==> config.mk <==
export PLATFORM = sky130hd
export DESIGN_NAME = cpu_nbit
export DESIGN_NICKNAME = d
export VERILOG_FILES = /design/src/rtl/cpu_nbit.sv
export SDC_FILE = /design/constraint.sdc
export NUM_CORES = 1
export LEC_CHECK = 0
export ABC_AREA = 1
export CAP_MARGIN = 5
export CORE_UTILIZATION = 45
export DETAILED_ROUTE_END_ITERATION = 10
export PLACE_DENSITY = 0.72
export SYNTH_ARGS = -nofsm -noshare
export SYNTH_HDL_FRONTEND = slang
export SYNTH_SLANG_ARGS = --single-unit
export TNS_END_PERCENT = 50
==> constraint.sdc <==
create_clock -name clk -period 6.7 [get_ports clk]
set_input_delay 1.675 -clock clk [delete_from_list [all_inputs] [get_ports clk]]
set_output_delay 1.675 -clock clk [all_outputs]
set_load 0.05 [all_outputs]
==> src/rtl/cpu_nbit.sv <==
// cpu_nbit: parametrised multicycle CPU core (FETCH/DECODE/EXEC/WB/HALT) with a valid/request fetch handshake.
// Optional feature macro CPU_CARRY_EN: carry flag, ADC and JC; without it opcodes C/D decode as NOP.
module cpu_nbit #(
  parameter  int DATA_W  = 8,
  parameter  int ADDR_W  = 8,
  parameter  int NREGS   = 4,
  localparam int RIDX_W  = $clog2(NREGS),
  localparam int INSTR_W = 4 + 2*RIDX_W + DATA_W
) (
  input  logic               clk,
  input  logic               reset,
  input  logic [INSTR_W-1:0] instr,
  input  logic               instr_valid,
  output logic               instr_req,
  output logic [ADDR_W-1:0]  instr_addr,
  output logic               halted,
  output logic               zero_flag,
  output logic               carry_flag,
  output logic               dbg_we,
  output logic [RIDX_W-1:0]  dbg_waddr,
  output logic [DATA_W-1:0]  dbg_wdata
);

  localparam logic [2:0] S_FETCH  = 3'd0;
  localparam logic [2:0] S_DECODE = 3'd1;
  localparam logic [2:0] S_EXEC   = 3'd2;
  localparam logic [2:0] S_WB     = 3'd3;
  localparam logic [2:0] S_HALT   = 3'd4;

  localparam logic [3:0] OP_LDI  = 4'h1;
  localparam logic [3:0] OP_ADD  = 4'h2;
  localparam logic [3:0] OP_SUB  = 4'h3;
  localparam logic [3:0] OP_AND  = 4'h4;
  localparam logic [3:0] OP_OR   = 4'h5;
  localparam logic [3:0] OP_XOR  = 4'h6;
  localparam logic [3:0] OP_MOV  = 4'h7;
  localparam logic [3:0] OP_JMP  = 4'h8;
  localparam logic [3:0] OP_JZ   = 4'h9;
  localparam logic [3:0] OP_JNZ  = 4'hA;
  localparam logic [3:0] OP_ADDI = 4'hB;
  localparam logic [3:0] OP_ADC  = 4'hC;
  localparam logic [3:0] OP_JC   = 4'hD;
  localparam logic [3:0] OP_HALT = 4'hF;

  logic [2:0]         state;
  logic [ADDR_W-1:0]  pc;
  logic [INSTR_W-1:0] ir;
  logic [DATA_W-1:0]  a, b;
  logic [DATA_W-1:0]  regs [NREGS];
  logic               z_q;

  logic [3:0]         op;
  logic [RIDX_W-1:0]  rd, rs;
  logic [DATA_W-1:0]  imm;

  assign op  = ir[INSTR_W-1 -: 4];
  assign rd  = ir[INSTR_W-5 -: RIDX_W];
  assign rs  = ir[INSTR_W-5-RIDX_W -: RIDX_W];
  assign imm = ir[DATA_W-1:0];

`ifdef CPU_CARRY_EN
  localparam int SUM_W = DATA_W + 1;
  logic c_q, alu_c;
`else
  localparam int SUM_W = DATA_W;
`endif

  // One shared adder serves ADD, ADDI and ADC.
  logic [SUM_W-1:0]  sum;
  logic [DATA_W-1:0] add_b;
  logic              add_cin;
  logic [DATA_W-1:0] alu_y;
  logic              wr_en, fl_en, take;

  assign add_b = (op == OP_ADDI) ? imm : b;
`ifdef CPU_CARRY_EN
  assign add_cin = (op == OP_ADC) & c_q;
`else
  assign add_cin = 1'b0;
`endif
  assign sum = SUM_W'(a) + SUM_W'(add_b) + SUM_W'(add_cin);

  always_comb begin
    alu_y = '0;
    wr_en = 1'b0;
    fl_en = 1'b0;
    take  = 1'b0;
    case (op)
      OP_LDI:  begin alu_y = imm;                wr_en = 1'b1; end
      OP_ADD:  begin alu_y = sum[DATA_W-1:0];    wr_en = 1'b1; fl_en = 1'b1; end
      OP_SUB:  begin alu_y = a - b;              wr_en = 1'b1; fl_en = 1'b1; end
      OP_AND:  begin alu_y = a & b;              wr_en = 1'b1; fl_en = 1'b1; end
      OP_OR:   begin alu_y = a | b;              wr_en = 1'b1; fl_en = 1'b1; end
      OP_XOR:  begin alu_y = a ^ b;              wr_en = 1'b1; fl_en = 1'b1; end
      OP_MOV:  begin alu_y = b;                  wr_en = 1'b1; end
      OP_ADDI: begin alu_y = sum[DATA_W-1:0];    wr_en = 1'b1; fl_en = 1'b1; end
      OP_JMP:  take = 1'b1;
      OP_JZ:   take = z_q;
      OP_JNZ:  take = ~z_q;
`ifdef CPU_CARRY_EN
      OP_ADC:  begin alu_y = sum[DATA_W-1:0];    wr_en = 1'b1; fl_en = 1'b1; end
      OP_JC:   take = c_q;
`endif
      default: ;
    endcase
  end

`ifdef CPU_CARRY_EN
  always_comb begin
    case (op)
      OP_ADD, OP_ADDI, OP_ADC: alu_c = sum[DATA_W];
      OP_SUB:                  alu_c = (a < b);
      default:                 alu_c = 1'b0;
    endcase
  end
  assign carry_flag = c_q;
`else
  assign carry_flag = 1'b0;
`endif

  assign instr_req  = reset && (state == S_FETCH);
  assign instr_addr = pc;
  assign halted     = (state == S_HALT);
  assign zero_flag  = z_q;

  always_ff @(posedge clk) begin
    if (!reset) begin
      state     <= S_FETCH;
      pc        <= '0;
      ir        <= '0;
      a         <= '0;
      b         <= '0;
      z_q       <= 1'b0;
      regs      <= '{default: '0};
      dbg_we    <= 1'b0;
      dbg_waddr <= '0;
      dbg_wdata <= '0;
`ifdef CPU_CARRY_EN
      c_q       <= 1'b0;
`endif
    end else begin
      dbg_we <= 1'b0;
      case (state)
        S_FETCH: if (instr_valid) begin
          ir    <= instr;
          pc    <= pc + ADDR_W'(1);
          state <= S_DECODE;
        end
        S_DECODE: begin
          a     <= regs[rd];
          b     <= regs[rs];
          state <= S_EXEC;
        end
        S_EXEC: begin
          if (op == OP_HALT) begin
            state <= S_HALT;
          end else if (take) begin
            pc    <= imm[ADDR_W-1:0];
            state <= S_FETCH;
          end else if (wr_en) begin
            // dbg_wdata doubles as the latched result; flags show in the WB cycle with it
            dbg_we    <= 1'b1;
            dbg_waddr <= rd;
            dbg_wdata <= alu_y;
            if (fl_en) begin
              z_q <= (alu_y == '0);
`ifdef CPU_CARRY_EN
              c_q <= alu_c;
`endif
            end
            state <= S_WB;
          end else begin
            state <= S_FETCH;
          end
        end
        S_WB: begin
          regs[dbg_waddr] <= dbg_wdata;
          state           <= S_FETCH;
        end
        S_HALT:  state <= S_HALT;
        default: state <= S_FETCH;
      endcase
    end
  end

endmodule
==> key figures <==
Status
  – Status: complete, no violations

Floorplanning
  – CORE AREA: between 10,000 and 15,000 um^2
  – Die width: 108 um
  – I/O pin count: 42
  – Initial core utilization: 46.2%
  – Total die area: 11,600 um^2
  – Die Ht: 108 um
  – Row Count: 38

CTS
  – Post-CTS Resized: 0
  – Clk_lat worst skew: around 370 ps
  – Clock tree buffer depth: 2
  – Clk slew on worst S/H paths: 90 ps
  – Clock sink count: 87
  – CTS tree: done
  – Post-CTS setup buffers: 0
  – Hold-fix buffers, CTS: 0
  – Root Buffer Master: clkbuf_8
  – CTS Buf Count: 9
  – H-tree level count: 3

Power and ir drop
  – Sequential share of power: 40.8%
  – Peak VDD IR: around 0.00016 V
  – Total power: 1.52 mW
  – Sw frac: between 30% and 40%
  – Pwr dens: 266 nW/um^2
  – Psw: 0.570 mW
  – Cell leakage power: approximately 2.5 nW
  – Clock share of power: 28.2%
  – Gate power share: 30.9%
  – Internal power: between 0.9 and 1 mW

Final layout
  – Layout cells sized above 1: 5.59%
  – Core Util, Final: 52.4%
  – Fillers: 1,086
  – Register area: 1740 um^2
  – N_diodes: 0
  – Layout area overhead: 13.5%
  – Multi-input combinational cell area: 2760 um^2
  – Nets: 810

Synthesis
  – Mapped cell area: 5030 um^2
  – Gate Count Post-Synth: 743
  – Seq/Total Area, Yosys: 34.6%
  – Number of flops mapped to enable cells by yosys: 0
  – Count of cell types in the netlist: between 40 and 50
  – Main synth FF type: dfxtp_1
  – YS warnings: 0
  – Main combinational cell family by area after synthesis: compound AO/OA/AOI/OAI gates
  – Avg Inst Size Synth: 6.77 um^2
  – Most instantiated library cell after synthesis: o21ai_0
  – Synth area leader: dfxtp_1
  – Synth top area cells: dfxtp_1 35%, o21ai_0 13%, a21oi_1 8.4%, inv_1 6.9%, ha_1 6.5%
  – Top cell type's share of synthesized area: about a third
  – Syn nets: roughly 790
  – Synth Area in Compound Gates: 25.1%
  – Asr flop ratio synth: 0%
  – Adder-cell share of the synthesized area: roughly 6.9%
  – FF+latch count, synth: 87
  – Most frequent cells after synthesis: 126 x o21ai_0, 93 x inv_1, 87 x dfxtp_1
  – Mux cell area share after synthesis: 0%
  – Simple-gate share of the synthesized area: 21.3%
  – Synth Area in XOR/XNOR: around 1.4%

Timing
  – RSZ-0062 raised after global routing: no
  – Slew Viols, Final: 0
  – Tmin final: between 4000 and 5000 ps
  – Finish-stage setup viols: 0
  – Final-report hold violation count: 0
  – Headroom to the max-slew limit: 26.8%
  – Setup TNS: 0 ps
  – FMAX: between 0.2 and 0.25 GHz
  – Worst-Margin Slew: 1090 ps
  – Period utilization: 69.7%
  – Post-Route Skew: 13.5 ps

Drt
  – Post-DR wirelength/cell: about 16 um
  – Detail Route Antenna Nets: 0
  – Drt drc: 0
  – Drt first pass iters: 5
  – DR vias: 5,010
  – Iter 0 DRT Violations: roughly 330
  – WL final: approximately 14,000 um
  – Vias per Instance: 5.51

Worst setup path
  – Reg-to-reg critical path startpoint: ir[13]
  – Crit path buf inv count: 4
  – Req. time, crit path: 5030 ps
  – Worst setup path start: reset
  – Slowest-stage cell, CP: clkdlybuf4s50_1
  – Critical path fanouts, max: 56
  – CP max stage delay: 450 ps
  – CP arrival: 2990 ps
  – Worst setup EP type: output port
  – CP most frequent cell: buf_4
  – Setup CP Type: in2out
  – Delay-heaviest family, CP: buffers and inverters
  – Worst Setup Start Kind: input pin
  – Crit path cell chain: clkdlybuf4s50_1, buf_4, inv_1, nor2_1, buf_4

Global route
  – Number of global-route vias before repair: 4,497
  – Initial antenna violation count: 0
  – Largest net degree at the start of global routing: 57
  – GRT Overall Usage: 25.5%
  – GRT Residual Overflow: 0
  – First-pass GRT wire length: 23,000 um

Hold path
  – Worst Hold Launch: regs[21]
  – Hold Path Class: reg2reg

Place
  – GPL Wtd Cong: 0.905
  – Port bufs: 40
  – DP Wirelength: about 10,000 um

Run
  – Max_cap viols: 0
[cells in the final DEF, fill, tap and decap left out, types with 3 or more instances in the layout]
| cell | count |
|---|---|
| o21ai_0 | 126 |
| inv_1 | 93 |
| dfxtp_1 | 87 |
| nor2_1 | 86 |
| nand2_1 | 85 |
| a21oi_1 | 84 |
| nand3_1 | 42 |
| clkdlybuf4s50_1 | 39 |
| ha_1 | 26 |
| clkbuf_8 | 10 |
| nor3_1 | 8 |
| xor2_1 | 8 |
| inv_2 | 7 |
| nor2_2 | 6 |
| a31oi_1 | 6 |
| o22ai_1 | 5 |
| o211ai_1 | 4 |
| o21ai_1 | 4 |
| clkinv_1 | 4 |
| nand4_1 | 4 |
| nand3b_1 | 3 |
| a211oi_1 | 3 |
| buf_4 | 3 |
[worst min-delay path, delay by kind of cell (launching register included)]
kind                   cells  cell delay (ps)
AOI/OAI and AO/OA          1               60
DFF                        1              310
buffers and inverters      1               70
[flip-flops by register name (all words and copies together) (netlist names)]
register    count
dbg_waddr       2
dbg_wdata       8
instr_addr      8
b               8
zero_flag       1
regs           32
a               8
dbg_we          1
ir             16
state           3
[routing by layer]
layer  wire [um]  vias up  part of all wire [%]  track usage, %
li1            -     2506                     -               -
met1        6720     2318                    47            35.6
met2        6420      173                    45            40.3
met3        1010       13                   7.1            5.08
met4         137        0                  0.96            5.87
met5           0        -                     0               0
[cells by family (layout without fill, tap and decap cells)]
family | after synthesis | after routing
buffers and inverters | 136 | 162
xor gates and xnor gates | 8 | 8
AOI/OAI and AO/OA | 240 | 240
DFF | 87 | 87
other | 1 | 1
and+or+nand+nor | 244 | 244
adders and majority gates | 27 | 27
[worst paths after layout]
check / endpoint / slack [ps] / cells past startpoint
min reg2reg: regs[21] / 480 / 2
max reg2reg: zero_flag / 3490 / 16
max: instr_req / 2030 / 5
min: regs[21] / 480 / 2
[power by group through the flow]
| stage | clock, mW | combinational [mW] | sequential (mW) |
|---|---|---|---|
| after CTS | 0.435 | 0.464 | 0.618 |
| after detailed placement | 0 | 0.461 | 0.629 |
| after floorplan | 0 | 0.323 | 0.637 |
| after global placement | 0 | 0.446 | 0.628 |
| after global routing | 0.461 | 0.527 | 0.626 |
| final | 0.429 | 0.469 | 0.620 |
[layout make-up]
| cell class | instances | area share [%] |
|---|---|---|
| Clock inverter | 6 | 1.69 |
| Timing Repair Buffer | 42 | 7.23 |
| Multi-Input combinational cell | 520 | 48.3 |
| Sequential cell | 87 | 30.5 |
| Clock buffer | 10 | 2.41 |
| Inverter | 104 | 6.84 |
| Tap cell | 140 | 3.07 |
[metrics by stage]
| step | hold WS [ps] | cells | area (um^2) | setup WS, ps |
|---|---|---|---|---|
| global route | 521 | 909 | 5710 | 1920 |
| floorplan | 450 | 743 | 5030 | 2420 |
| CTS | 487 | 909 | 5710 | 2030 |
| finish | 481 | 909 | 5710 | 2030 |
| global placement | 460 | 893 | 5480 | 2030 |
| detailed placement | 473 | 893 | 5480 | 2040 |
No activity file was read; power rests on OpenSTA's default activity.
